**src/rtl/mips_mc_controller.sv**
```systemverilog
// Multicycle MIPS control FSM: instruction decode, datapath selects/enables,
// memory-bus handshake, MULT/DIV stall hold, and halt on a jump to address 0.
module mips_mc_controller (
  input  logic        clk,
  input  logic        reset,
  input  logic [31:0] Instr,
  input  logic        stall,
  input  logic        OUTLSB,
  input  logic        lessthan,
  input  logic        PcIs0,
  input  logic [31:0] memloc,
  input  logic        waitrequest,
  output logic        read,
  output logic        write,
  output logic [3:0]  byteenable,
  output logic        active,
  output logic        PcEn,
  output logic        IorD,
  output logic        IrWrite,
  output logic        IrSel,
  output logic        RegDst,
  output logic        MemToReg,
  output logic        RegWrite,
  output logic        ALUSrcA,
  output logic        ExtSel,
  output logic        ALUsel,
  output logic        PCSrc,
  output logic        is_jump,
  output logic        Link,
  output logic [1:0]  ALUSrcB,
  output logic [1:0]  MemExt,
  output logic [4:0]  ALUControl
);

  typedef enum logic [2:0] {
    S_FETCH, S_DECODE, S_EXEC, S_MEM, S_WB, S_BRANCH, S_HALT
  } state_t;

  typedef enum logic [3:0] {
    C_NOP, C_RALU, C_IALU, C_LOAD, C_STORE, C_MULDIV, C_BEQNE, C_BZ, C_J, C_JR
  } cls_t;

  localparam logic [4:0] OP_ADD = 5'd0, OP_SUB = 5'd1, OP_AND = 5'd2, OP_OR = 5'd3,
                         OP_XOR = 5'd4, OP_SLT = 5'd5, OP_SLTU = 5'd6, OP_LUI = 5'd7,
                         OP_SLL = 5'd8, OP_SRL = 5'd9, OP_SRA = 5'd10, OP_EQ = 5'd11,
                         OP_NE = 5'd12, OP_MULT = 5'd13, OP_DIV = 5'd14, OP_JTGT = 5'd15;

  state_t state_q, state_d;
  // Set by reset, cleared when the first fetch completes: the fetch at PC=0
  // right after reset must not be mistaken for a jump to 0.
  logic   first_q, first_d;

  cls_t       cls;
  logic [4:0] alu_op;
  logic       ext_sel, is_link, br_taken;
  logic [1:0] mem_ext;
  logic [3:0] st_be;

  logic [5:0] opcode, funct;
  assign opcode = Instr[31:26];
  assign funct  = Instr[5:0];

  logic unused_bits;
  assign unused_bits = ^{Instr[25:21], Instr[15:6], memloc[31:2]};

  // Instruction decode into a class plus the ALU op and side selects
  always_comb begin
    cls     = C_NOP;
    alu_op  = OP_ADD;
    ext_sel = 1'b0;
    is_link = 1'b0;
    mem_ext = 2'b00;
    st_be   = 4'hF;
    case (opcode)
      6'h00: case (funct)
        6'h00, 6'h04: begin cls = C_RALU; alu_op = OP_SLL;  end
        6'h02, 6'h06: begin cls = C_RALU; alu_op = OP_SRL;  end
        6'h03, 6'h07: begin cls = C_RALU; alu_op = OP_SRA;  end
        6'h08:        cls = C_JR;
        6'h09:        begin cls = C_JR; is_link = 1'b1; end
        6'h18, 6'h19: begin cls = C_MULDIV; alu_op = OP_MULT; end
        6'h1A, 6'h1B: begin cls = C_MULDIV; alu_op = OP_DIV;  end
        6'h20, 6'h21: begin cls = C_RALU; alu_op = OP_ADD;  end
        6'h22, 6'h23: begin cls = C_RALU; alu_op = OP_SUB;  end
        6'h24:        begin cls = C_RALU; alu_op = OP_AND;  end
        6'h25:        begin cls = C_RALU; alu_op = OP_OR;   end
        6'h26:        begin cls = C_RALU; alu_op = OP_XOR;  end
        6'h2A:        begin cls = C_RALU; alu_op = OP_SLT;  end
        6'h2B:        begin cls = C_RALU; alu_op = OP_SLTU; end
        default:      cls = C_NOP;
      endcase
      6'h01: if (Instr[20:17] == 4'd0) cls = C_BZ;  // rt=0 BLTZ, rt=1 BGEZ
      6'h02: begin cls = C_J; alu_op = OP_JTGT; end
      6'h03: begin cls = C_J; alu_op = OP_JTGT; is_link = 1'b1; end
      6'h04: begin cls = C_BEQNE; alu_op = OP_EQ; end
      6'h05: begin cls = C_BEQNE; alu_op = OP_NE; end
      6'h08, 6'h09: begin cls = C_IALU; alu_op = OP_ADD;  end
      6'h0A: begin cls = C_IALU; alu_op = OP_SLT;  end
      6'h0B: begin cls = C_IALU; alu_op = OP_SLTU; end
      6'h0C: begin cls = C_IALU; alu_op = OP_AND; ext_sel = 1'b1; end
      6'h0D: begin cls = C_IALU; alu_op = OP_OR;  ext_sel = 1'b1; end
      6'h0E: begin cls = C_IALU; alu_op = OP_XOR; ext_sel = 1'b1; end
      6'h0F: begin cls = C_IALU; alu_op = OP_LUI; end
      6'h20: begin cls = C_LOAD; mem_ext = 2'b10; end
      6'h21: begin cls = C_LOAD; mem_ext = 2'b11; end
      6'h23: begin cls = C_LOAD; mem_ext = 2'b00; end
      6'h28: begin cls = C_STORE; st_be = 4'(4'b0001 << memloc[1:0]); end
      6'h29: begin cls = C_STORE; st_be = 4'(4'b0011 << memloc[1:0]); end
      6'h2B: begin cls = C_STORE; st_be = 4'hF; end
      default: cls = C_NOP;
    endcase
    // BEQ/BNE take the ALU compare bit; BLTZ/BGEZ take the registered sign test
    if (cls == C_BZ) br_taken = Instr[16] ? ~lessthan : lessthan;
    else             br_taken = OUTLSB;
  end

  // State and first-fetch flag registers
  always_ff @(posedge clk) begin
    if (reset) begin
      state_q <= S_FETCH;
      first_q <= 1'b1;
    end else begin
      state_q <= state_d;
      first_q <= first_d;
    end
  end

  // Next state and all control outputs
  always_comb begin
    state_d    = state_q;
    first_d    = first_q;
    read       = 1'b0;
    write      = 1'b0;
    byteenable = 4'h0;
    active     = (state_q != S_HALT);
    PcEn       = 1'b0;
    IorD       = 1'b0;
    IrWrite    = 1'b0;
    IrSel      = 1'b0;
    RegDst     = 1'b0;
    MemToReg   = 1'b0;
    RegWrite   = 1'b0;
    ALUSrcA    = 1'b0;
    ExtSel     = 1'b0;
    ALUsel     = 1'b0;
    PCSrc      = 1'b0;
    is_jump    = 1'b0;
    Link       = 1'b0;
    ALUSrcB    = 2'b00;
    MemExt     = 2'b00;
    ALUControl = OP_ADD;
    case (state_q)
      S_FETCH: begin
        if (PcIs0 && !first_q) begin
          state_d = S_HALT;  // no bus cycle is started for address 0
        end else begin
          read       = 1'b1;
          byteenable = 4'hF;
          if (!waitrequest) begin
            IrWrite = 1'b1;
            ALUSrcB = 2'b01;
            PcEn    = 1'b1;
            first_d = 1'b0;
            state_d = S_DECODE;
          end
        end
      end
      S_DECODE: begin
        IrSel   = 1'b1;
        ALUSrcB = 2'b11;  // PC+4 + (imm<<2): branch target into aluout
        state_d = S_EXEC;
      end
      S_EXEC: begin
        IrSel      = 1'b1;
        ALUControl = alu_op;
        state_d    = S_FETCH;
        case (cls)
          C_RALU: begin ALUSrcA = 1'b1; state_d = S_WB; end
          C_IALU: begin ALUSrcA = 1'b1; ALUSrcB = 2'b10; ExtSel = ext_sel; state_d = S_WB; end
          C_LOAD, C_STORE: begin ALUSrcA = 1'b1; ALUSrcB = 2'b10; state_d = S_MEM; end
          C_MULDIV: begin
            ALUSrcA = 1'b1;
            if (stall) state_d = S_EXEC;
          end
          C_BEQNE, C_BZ: begin ALUSrcA = 1'b1; ALUsel = 1'b1; state_d = S_BRANCH; end
          C_J: begin
            PcEn     = 1'b1;
            is_jump  = 1'b1;
            Link     = is_link;
            RegWrite = is_link;
            MemToReg = is_link;
          end
          C_JR: begin
            // rt is $0 for JR/JALR, so srcb=rt gives rs+0
            ALUSrcA  = 1'b1;
            PcEn     = 1'b1;
            is_jump  = 1'b1;
            Link     = is_link;
            RegWrite = is_link;
            MemToReg = is_link;
            RegDst   = is_link;
          end
          default: ;
        endcase
      end
      S_BRANCH: begin
        IrSel = 1'b1;
        if (br_taken) begin
          PCSrc   = 1'b1;
          PcEn    = 1'b1;
          is_jump = 1'b1;
        end
        state_d = S_FETCH;
      end
      S_MEM: begin
        IrSel  = 1'b1;
        IorD   = 1'b1;
        ALUsel = 1'b1;
        if (cls == C_LOAD) begin
          read       = 1'b1;
          byteenable = 4'hF;
          MemExt     = mem_ext;
          RegWrite   = ~waitrequest;
        end else begin
          write      = 1'b1;
          byteenable = st_be;
        end
        if (!waitrequest) state_d = S_FETCH;
      end
      S_WB: begin
        IrSel    = 1'b1;
        ALUsel   = 1'b1;
        MemToReg = 1'b1;
        RegWrite = 1'b1;
        RegDst   = (opcode == 6'h00);
        state_d  = S_FETCH;
      end
      default: state_d = S_HALT;
    endcase
    // Reset cycle: everything quiet except active
    if (reset) begin
      state_d    = S_FETCH;
      first_d    = 1'b1;
      read       = 1'b0;
      write      = 1'b0;
      byteenable = 4'h0;
      active     = 1'b1;
      PcEn       = 1'b0;
      IorD       = 1'b0;
      IrWrite    = 1'b0;
      IrSel      = 1'b0;
      RegDst     = 1'b0;
      MemToReg   = 1'b0;
      RegWrite   = 1'b0;
      ALUSrcA    = 1'b0;
      ExtSel     = 1'b0;
      ALUsel     = 1'b0;
      PCSrc      = 1'b0;
      is_jump    = 1'b0;
      Link       = 1'b0;
      ALUSrcB    = 2'b00;
      MemExt     = 2'b00;
      ALUControl = OP_ADD;
    end
  end

endmodule

```
**config.mk**
```make
export PLATFORM = sky130hd
export DESIGN_NAME = mips_mc_controller
export DESIGN_NICKNAME = d
export VERILOG_FILES = /design/src/rtl/mips_mc_controller.sv
export SDC_FILE = /design/constraint.sdc
export NUM_CORES = 1
export LEC_CHECK = 0
export CELL_PAD_IN_SITES_DETAIL_PLACEMENT = 0
export CELL_PAD_IN_SITES_GLOBAL_PLACEMENT = 1
export CORE_ASPECT_RATIO = 1.75
export CORE_MARGIN = 2
export CORE_UTILIZATION = 19
export CTS_BUF_LIST = sky130_fd_sc_hd__clkbuf_8
export DETAILED_ROUTE_END_ITERATION = 10
export PLACE_DENSITY = 0.79
export SYNTH_ARGS = -nofsm -noshare
export SYNTH_HDL_FRONTEND = slang
export SYNTH_SLANG_ARGS = --single-unit
```
**constraint.sdc**
```tcl
create_clock -name clk -period 2.33 [get_ports clk]
set_clock_uncertainty 0.05 [all_clocks]
set_input_delay 0.233 -clock clk [delete_from_list [all_inputs] [get_ports clk]]
set_output_delay 0.233 -clock clk [all_outputs]
set_load 0.1 [all_outputs]
```
Yosys cells after proc, flatten, opt, wreduce, memory -nomap -nowiden
Index checks and enable logic that the tools add are counted.
- bits in registers: 4
- word-level logic and storage cells: 171
- input bits: 71
- reductions and logical operators: 32
- shifts and indexed selects: 2
- eq/ne operators: 56
- mux-type cells: 76
- bitwise operators: 3
- operators with widths (cell ; number):
    6-bit equality test, second input constant ; 15
    6-bit by 4-bit equality test with 1-bit output, second input constant ; 10
    4-bit case mux with 11 select lines ; 1
    1-bit two-way mux ; 43
    4-bit case mux with 10 select lines ; 1
    6-bit by 3-bit equality test with 1-bit output, second input constant ; 5
    2-bit OR reduction ; 15
    4-bit case mux with 7 select lines ; 1
    6-bit by 2-bit equality test with 1-bit output, second input constant ; 4
    6-bit by 5-bit equality test with 1-bit output, second input constant ; 4
    4-bit by 3-bit equality test with 1-bit output, second input constant ; 4
    4-bit case mux with 2 select lines ; 2
    8-bit OR reduction ; 2
    3-bit case mux with 5 select lines ; 1
    15-bit OR reduction ; 1
    6-bit zero test ; 2
    2-bit two-way mux ; 6
    3-bit two-way mux ; 4
    4-bit two-way mux ; 3
    1-bit case mux with 2 select lines ; 6
    3-bit case mux with 4 select lines ; 1
    4-bit case mux with 3 select lines ; 1
    3-bit OR reduction ; 4
    5-bit two-way mux ; 2
    23 further kinds ; 31

Longest topological paths before layout
Gate-level depths: netlist of the first run.
- word-level depth: 9
- depth in mapped cells: 8
- depth with buffers taken out: 6

Least setup slack after synthesis of the first run
Ideal clock, no wire load.
- path kind: in2out
- from: input port Instr[31]
- to: output port PcEn
- cell stages on the path: 7
- path slack: -3.602 ns
- data arrival time: 5.649 ns
- path through: clkbuf_1 > nor3_1 > nand4_1 > mux2i_1 > nor4b_1 > a31o_2 > or2_1
- longest elaborated chain between the ends: 8
- elaborated cells between the ends (all ways): 35
- those cells by class: eq/ne (22); mux (6); reduce/logical (7)
- ends and longest elaborated chain (element ; line ; source):
    start, declared ; 6 ; input logic [31:0] Instr,
    6-bit by 4-bit equality test with 1-bit output, or another cell as far along ; 74 ; case (opcode)
    8-bit OR reduction (no source line), or another cell as far along ; n/a ;
    4-bit case mux with 7 select lines * ; 74 ;
    4-bit by 3-bit equality test with 1-bit output / 4-bit equality test (equally long branches) ; 113, 177 ;
    1-bit two-way mux / 2-bit OR reduction (equally long branches) ; n/a ;
    1-bit two-way mux, on equally long branches ; 208, 177 ;
    1-bit case mux with 3 select lines * ; 152 ; case (state_q)
    1-bit two-way mux * ; 241 ; if (reset) begin
    end, declared ; 17 ; output logic PcEn,
Mark *: on every way between the ends. The rest lies on a longest branch, timed or not.

Worst setup path in the final report of the first run
- from: input port Instr[30]
- to: output port ALUsel
- longest elaborated chain between the ends: 8
- elaborated cells between the ends (all ways): 32
- those cells by class: eq/ne (21); mux (4); reduce/logical (7)
- ends and longest elaborated chain (element ; line ; source):
    6-bit by 4-bit equality test with 1-bit output, or another cell as far along ; 74 ;
    8-bit OR reduction (no source line), or another cell as far along ; n/a ;
    4-bit case mux with 7 select lines * ; 74 ;
    4-bit by 3-bit equality test with 1-bit output ; 177 ; case (cls)
    2-bit OR reduction * ; n/a ;
    1-bit two-way mux * ; 177 ;
    1-bit case mux with 2 select lines * ; 152 ;
    1-bit two-way mux * ; 241 ;
    end, declared ; 26 ; output logic ALUsel,
Marks and branches as above.

==> results of run 1 <==
## per-layer routing
| layer | global-route usage (%) | up-vias |
|---|---|---|
| met3 | 1.92 | 10 |
| met5 | 0 | - |
| met1 | 14.3 | 867 |
| met2 | 28.6 | 39 |
| met4 | 4.58 | 0 |
| li1 | - | 927 |
## flip-flops by register name, summed over array words and instances, names as in the netlist
| signal | flops |
|---|---|
| state_q | 3 |
| first_q | 1 |
## cell usage in the layout, fill, tap and decap left out, drive strengths merged, types with 3 or more instances in the layout
| cell | n |
|---|---|
| o21a | 5 |
| clkbuf | 6 |
| or2 | 4 |
| mux2 | 3 |
| mux2i | 4 |
| dfxtp | 4 |
| or3 | 4 |
| clkdlybuf4s15 | 5 |
| o21ai | 11 |
| nand2b | 9 |
| or3b | 4 |
| nor3 | 16 |
| inv | 3 |
| clkdlybuf4s50 | 9 |
| nor4 | 4 |
| nand3 | 3 |
| nor2b | 8 |
| nor2 | 27 |
| nand2 | 15 |
| buf | 83 |
| and2 | 4 |
| dlymetal6s2s | 3 |
| a21o | 3 |
| nor4b | 3 |
| a22oi | 5 |
| a21oi | 18 |
## power by group through the flow
stage | Clock [mW] | Sequential [mW] | Combinational [mW]
CTS | 0.148 | 0.153 | 1.83
floorplan | 0 | 0.129 | 1.20
detailed placement | 0 | 0.152 | 1.81
global route | 0.155 | 0.164 | 1.92
global placement | 0 | 0.152 | 1.80
finish | 0.144 | 0.158 | 1.83
## worst max path at each step
stage / from / endpoint / slack [ns]
2_1_floorplan: Instr[31] / PcEn / -0.87
3_3_place_gp: Instr[29] / ALUsel / -0.56
3_5_place_dp: Instr[29] / ALUsel / -0.57
4_1_cts: Instr[30] / ALUsel / -0.29
5_1_grt: Instr[30] / ALUsel / -0.24
6_report: Instr[30] / ALUsel / -0.17
## critical path: stages
cell and delay [ns]:
buf_6 0.09, or4_4 0.53, or3_4 0.36, o221ai_4 0.20, a21oi_2 0.07, or3b_4 0.39
a21oi_4 0.15, buf_12 0.19
## cell families (layout without fill, tap and decap cells)
kind of cell | count (synthesis) | after routing | share of synthesized area, %
AO/OA/AOI/OAI | 59 | 59 | 32.4
XOR/XNOR | 2 | 2 | 1.39
buffers and inverters | 20 | 111 | 6.45
flip-flops | 4 | 4 | 6.35
multiplexers | 7 | 7 | 5.85
other | 1 | 1 | 0.297
AND/OR/NAND/NOR | 109 | 109 | 47.2
## final cells by class
type	count	area share, %
Clock buffer	3	1.43
Multi-Input combinational cell	178	49.5
Sequential cell	4	2.87
Inverter	3	0.391
Tap cell	82	3.56
Timing Repair Buffer	105	42.2
## what timing repair did
item / 4_1_cts / 5_1_grt
setup endpoints to repair: 16 / 17
setup buffers: 8 / 5
resized for setup: 40 / 30
pin swaps: 17 / 21
## stage by stage
| stage | cells | area, um^2 |
|---|---|---|
| 2_1_floorplan | 202 | 1550 |
| 3_3_place_gp | 362 | 2680 |
| 3_5_place_dp | 362 | 2680 |
| 4_1_cts | 373 | 2810 |
| 5_1_grt | 375 | 2880 |
| 6_report | 375 | 2880 |
==> flow_summary_export.csv, run 1 <==
group,metric,value,unit
synth,synth_top_area_cell,"nor2_1",
route,dr.pass1.iters,4,
job,drv_cap,0,
power,netSwitchingPower,1.24,mW
route,wire_per_inst,13.5,um
sta,timing.final.crit_share,107,%
synth,ys_types,51,
route,ant_nets,0,
cells_and_area,nFillCells,629,
die,die_height,112,um
hold_path,min_path_cells,2,
clocking,clk_path_buf_depth,2,
die,core,6490,um^2
synth,synthArstFlopShare,0,%
setup_path,timing.reg2reg.setup_slack,0.58,ns
die,start_util,19.4,%
setup_path,worst_setup_path_start_kind,"input port",
cells_and_area,antenna_cells,0,
sta,final-hold-violation-count,0,
clocking,cts_sinks,4,
power,p_int,0.888,mW
synth,synth_area,1260,um^2
power,leakagePower,1.13,nW
sta,setup_ws,-0.171,ns
setup_path,critical_path_required,2.05,ns
clocking,cts_buffers,3,
placement,portBuffers,53,
synth,synth_edf_count,0,
setup_path,regToRegEndpoint,"state_q[0]$_SDFFE_PP0P_",
setup_path,critPathMaxFanout,2,
grt,grt_max_degree,20,
sta,clock.fmax,400,MHz
power,fin_total_pwr,2.13,mW
sta,drv_slew,0,
synth,synth_seq_cells,4,
sta,setup_viol,5,
status,violations,"setup timing",
placement,pre_cts_ws,-0.567,ns
route,wl_met3,141,um
setup_path,endpoint_kind,"output pin",
route,drt-met1-wl,1780,um
sta,tns,-0.280,ns
cells_and_area,syn_to_final_growth,128,%
route,wl,5070,um
setup_path,reg2reg_from,"state_q[0]$_SDFFE_PP0P_",
power,power_density,739,nW/um^2
hold_path,hold_path_end,"first_q$_SDFFE_PP1P_",
clocking,cts-htree-levels,1,
cells_and_area,fin_nets,366,
grt,grt_remaining_overflow,0,
grt,grt_pass1_vias,1933,
sta,grt_setup_unrepaired,"true",
route,num_vias,1843,
synth,yosysTopAreaCellShare,7.74,%
power,p_seq_share,7.4,%
route,dr.max_layer_used,"met4",
die,io_pins,100,
route,route.detailed.drc,0,
synth,ys.flop_type,"dfxtp_1",
synth,ys_warn_count,0,
die,die_x,65.6,um
clocking,cts.hold.buffers_added,0,
route,vias_per_cell,4.91,
cells_and_area,seqCellArea,82.6,um^2
route,drt_iter0_drc,47,
cells_and_area,multi_input_area,1430,um^2
setup_path,cp.arrival,2.22,ns
grt,grt_pass1_wl,8570,um
grt,track_usage,14.3,%
placement,dp_hpwl,4220,um
power,swShare,58.3,%
synth,synth_most_common_cell,"nor2_1",
setup_path,ff2ff_path_depth,6,
die,num_rows,39,
cells_and_area,fin_util,44.4,%
clocking,cts-root-buf,"clkbuf_8",
sta,timing.hold.ws,0.414,ns
clocking,cts_tree,"yes",
synth,syn_nets,273,
synth,synth_common_cells,"26 x nor2_1, 18 x a21oi_1, 16 x nor3_1",
synth,syn_inst,202,
die,die_area,7330,um^2
grt,antenna_found_initial,0,
power,vdd_drop_max,0.797,mV
clocking,clk_latency,0.21,ns
route,met2_length,3030,um
clocking,clkTransAtPathRegs,0.03,ns
power,p_comb_share,85.8,%
hold_path,min-delay-start,"first_q$_SDFFE_PP1P_",
sta,finalCriticalPeriod,2.50,ns
synth,syn_avg_cell_area,6.24,um^2
status,outcome,"finished with violations",
synth,synth_seq_area_share,6.35,%
synth,netlist_top_cells_area,"nor2_1 7.7%, a21oi_1 7.1%, dfxtp_1 6.3%, nor3_1 6.3%, nand2_1 4.5%",
power,clockPowerShare,6.8,%
cells_and_area,drive_above_1_share,52.2,%
setup_path,path_class,"input port to output pin",
hold_path,hp-class,"register to register",
placement,gp_congestion,0.901,
(Power assumes the default switching activity.)
==> inputs of run 2 (changes only) <==
CORE_UTILIZATION = 32   (was 19)
DONT_BUFFER_PORTS = 1   (was unset)
PLACE_DENSITY = 0.67   (was 0.79)
clock period = 2.8 ns   (was 2.33 ns; I/O delays follow)
==> run 2 against run 1 <==
- the run now ends clean
- flip-flop and latch count unchanged
- register-to-register slack gained 0.25 ns
- non-clock buffer count down 76
- sequential share of layout area rose by 1.6 points
- global-route usage grew 5.5 points
- via count shrank 15%
- clock-buffer cell count unchanged
- worst setup slack better by 0.39 ns
- cell area down 38%
==> flow_summary_export.csv, run 2 (synthesis results as in run 1) <==
group,metric,value,unit
status,outcome,"finished, final reports clean",
setup_path,critPathLaunch,"Instr[29]",
cells_and_area,fin_util,46.7,%
setup_path,path_class,"input port to output pin",
hold_path,min-delay-start,"reset",
sta,maxSlewHeadroom,52.7,%
setup_path,timing.reg2reg.setup_slack,0.83,ns
cells_and_area,largest_reg_flops,3,
clocking,cts_buffers,3,
placement,gp_congestion,0.856,
sta,timing.hold.ws,0.0948,ns
power,leakagePower,0.644,nW
die,start_util,32.9,%
cells_and_area,antenna_cells,0,
setup_path,crit_chain,"or4_4, or3_1, o221ai_4, a21oi_1, or3b_1, a21oi_4, buf_12",
job,drv_cap,0,
clocking,clk_latency,0.22,ns
clocking,cts-htree-levels,1,
sta,drv_slew,0,
setup_path,crit_path_max_incr_delay,0.52,ns
sta,setup_viol,0,
placement,portBuffers,0,
grt,antenna_found_initial,0,
die,io_pins,100,
route,wire_per_inst,16.6,um
route,met2_length,2530,um
cells_and_area,fin_nets,290,
setup_path,regToRegEndpoint,"first_q$_SDFFE_PP1P_",
sta,final-hold-violation-count,0,
sta,finalCriticalPeriod,2.58,ns
hold_path,hp-class,"input port to register",
sta,tightest_slew,0.709,ns
die,die_x,51.5,um
clocking,cts_resized,0,
hold_path,min_path_cells,1,
cells_and_area,layout_commonest_cell,"buf_4",
die,die_height,87.1,um
sta,timing.final.crit_share,92.2,%
route,vias_per_cell,5.94,
setup_path,ff2ff_path_depth,5,
route,num_vias,1575,
hold_path,hold_path_end,"state_q[1]$_SDFFE_PP0P_",
cells_and_area,final_cell_mix,"22 x buf_4, 20 x nor2_1, 15 x nand2_1",
cells_and_area,reg.largest.list,"state_q: 3 flops, first_q: 1 flops",
die,die_area,4480,um^2
grt,grt_remaining_overflow,0,
power,power_density,786,nW/um^2
placement,place_inst,262,
die,core,3830,um^2
grt,grt_pass1_wl,7070,um
route,wl,4390,um
power,vdd_drop_max,0.673,mV
clocking,cts.hold.buffers_added,0,
sta,clock.fmax,387,MHz
cells_and_area,regMostFlops,"state_q",
setup_path,reg2reg_from,"state_q[2]$_SDFFE_PP0P_",
grt,track_usage,19.8,%
cells_and_area,drive_above_1_share,34.1,%
route,wl_met3,158,um
cells_and_area,syn_to_final_growth,41.9,%
setup_path,critPathMaxFanout,17,
die,num_rows,30,
grt,grt_pass1_vias,1519,
setup_path,cpMaxStageDelayCell,"or4_4",
sta,grt_setup_unrepaired,"false",
clocking,cts_tree,"yes",
clocking,cts-root-buf,"clkbuf_8",
cells_and_area,fin_area,1790,um^2
grt,grt_max_degree,21,
setup_path,critical_path_required,2.47,ns
clocking,cts_sinks,4,
cells_and_area,fin_cells,265,
route,drt_iter0_drc,49,
clocking,clkTransAtPathRegs,0.03,ns
route,dr.max_layer_used,"met4",
setup_path,cp.arrival,2.25,ns
placement,placed_area,1750,um^2
placement,dp_hpwl,3500,um
route,ant_nets,0,
route,drt-met1-wl,1630,um
clocking,clk_path_buf_depth,2,
clocking,post_cts_buffers,0,
route,route.detailed.drc,0,
setup_path,endpoint_kind,"output pin",
cells_and_area,nFillCells,394,
setup_path,worst_setup_path_start_kind,"input port",
route,dr.pass1.iters,4,
run 2: final cells by class:
class                           count  area (um^2)  area share, %
Clock buffer                        3         41.3           2.31
Tap cell                           48         60.1           3.36
Inverter                            3         11.3          0.629
Timing Repair Buffer               29          305           17.1
Sequential cell                     4         80.1           4.48
Multi-Input combinational cell    178         1290           72.2
run 2: metrics by stage:
| step | TNS [ns] | setup WS (ns) | power, mW |
|---|---|---|---|
| after global routing | 0 | 0.0963 | 1.47 |
| after detailed placement | 0 | 0.206 | 1.28 |
| final | 0 | 0.219 | 1.41 |
| after CTS | 0 | 0.200 | 1.41 |
| after global placement | 0 | 0.231 | 1.27 |
| after floorplan | -0.618 | -0.512 | 1.06 |
run 2: power breakdown:
part,internal [mW],switching (mW)
combinational,0.303,0.843
sequential,0.0820,0.0542
clock,0.0918,0.0325
total,0.477,0.930
run 2: worst max path at each step:
stage,to,slack [ns],cells past startpoint
final,ALUsel,0.22,7
after CTS,ALUsel,0.20,7
after global placement,ALUsel,0.23,7
after global routing,byteenable[0],0.1,6
after detailed placement,ALUsel,0.21,7
after floorplan,PcEn,-0.51,7
run 2: critical path: cells and delay by family:
kind	cells	cell delay [ns]
simple gates	3	1.31
compound gates	3	0.47
buf+inv	1	0.19
run 2: layer usage:
| layer | GRT usage (%) | vias to the layer above |
|---|---|---|
| met2 | 39.7 | 43 |
| met3 | 1.72 | 7 |
| li1 | - | 776 |
| met4 | 5.98 | 0 |
| met1 | 20.5 | 749 |
| met5 | 0 | - |
==> inputs of run 3 (changes only) <==
CAP_MARGIN = 20   (was unset)
CTS_CLUSTER_SIZE = 28   (was unset)
==> results of run 3 <==
Final layout, timing and power as in run 2 (identical DEF).
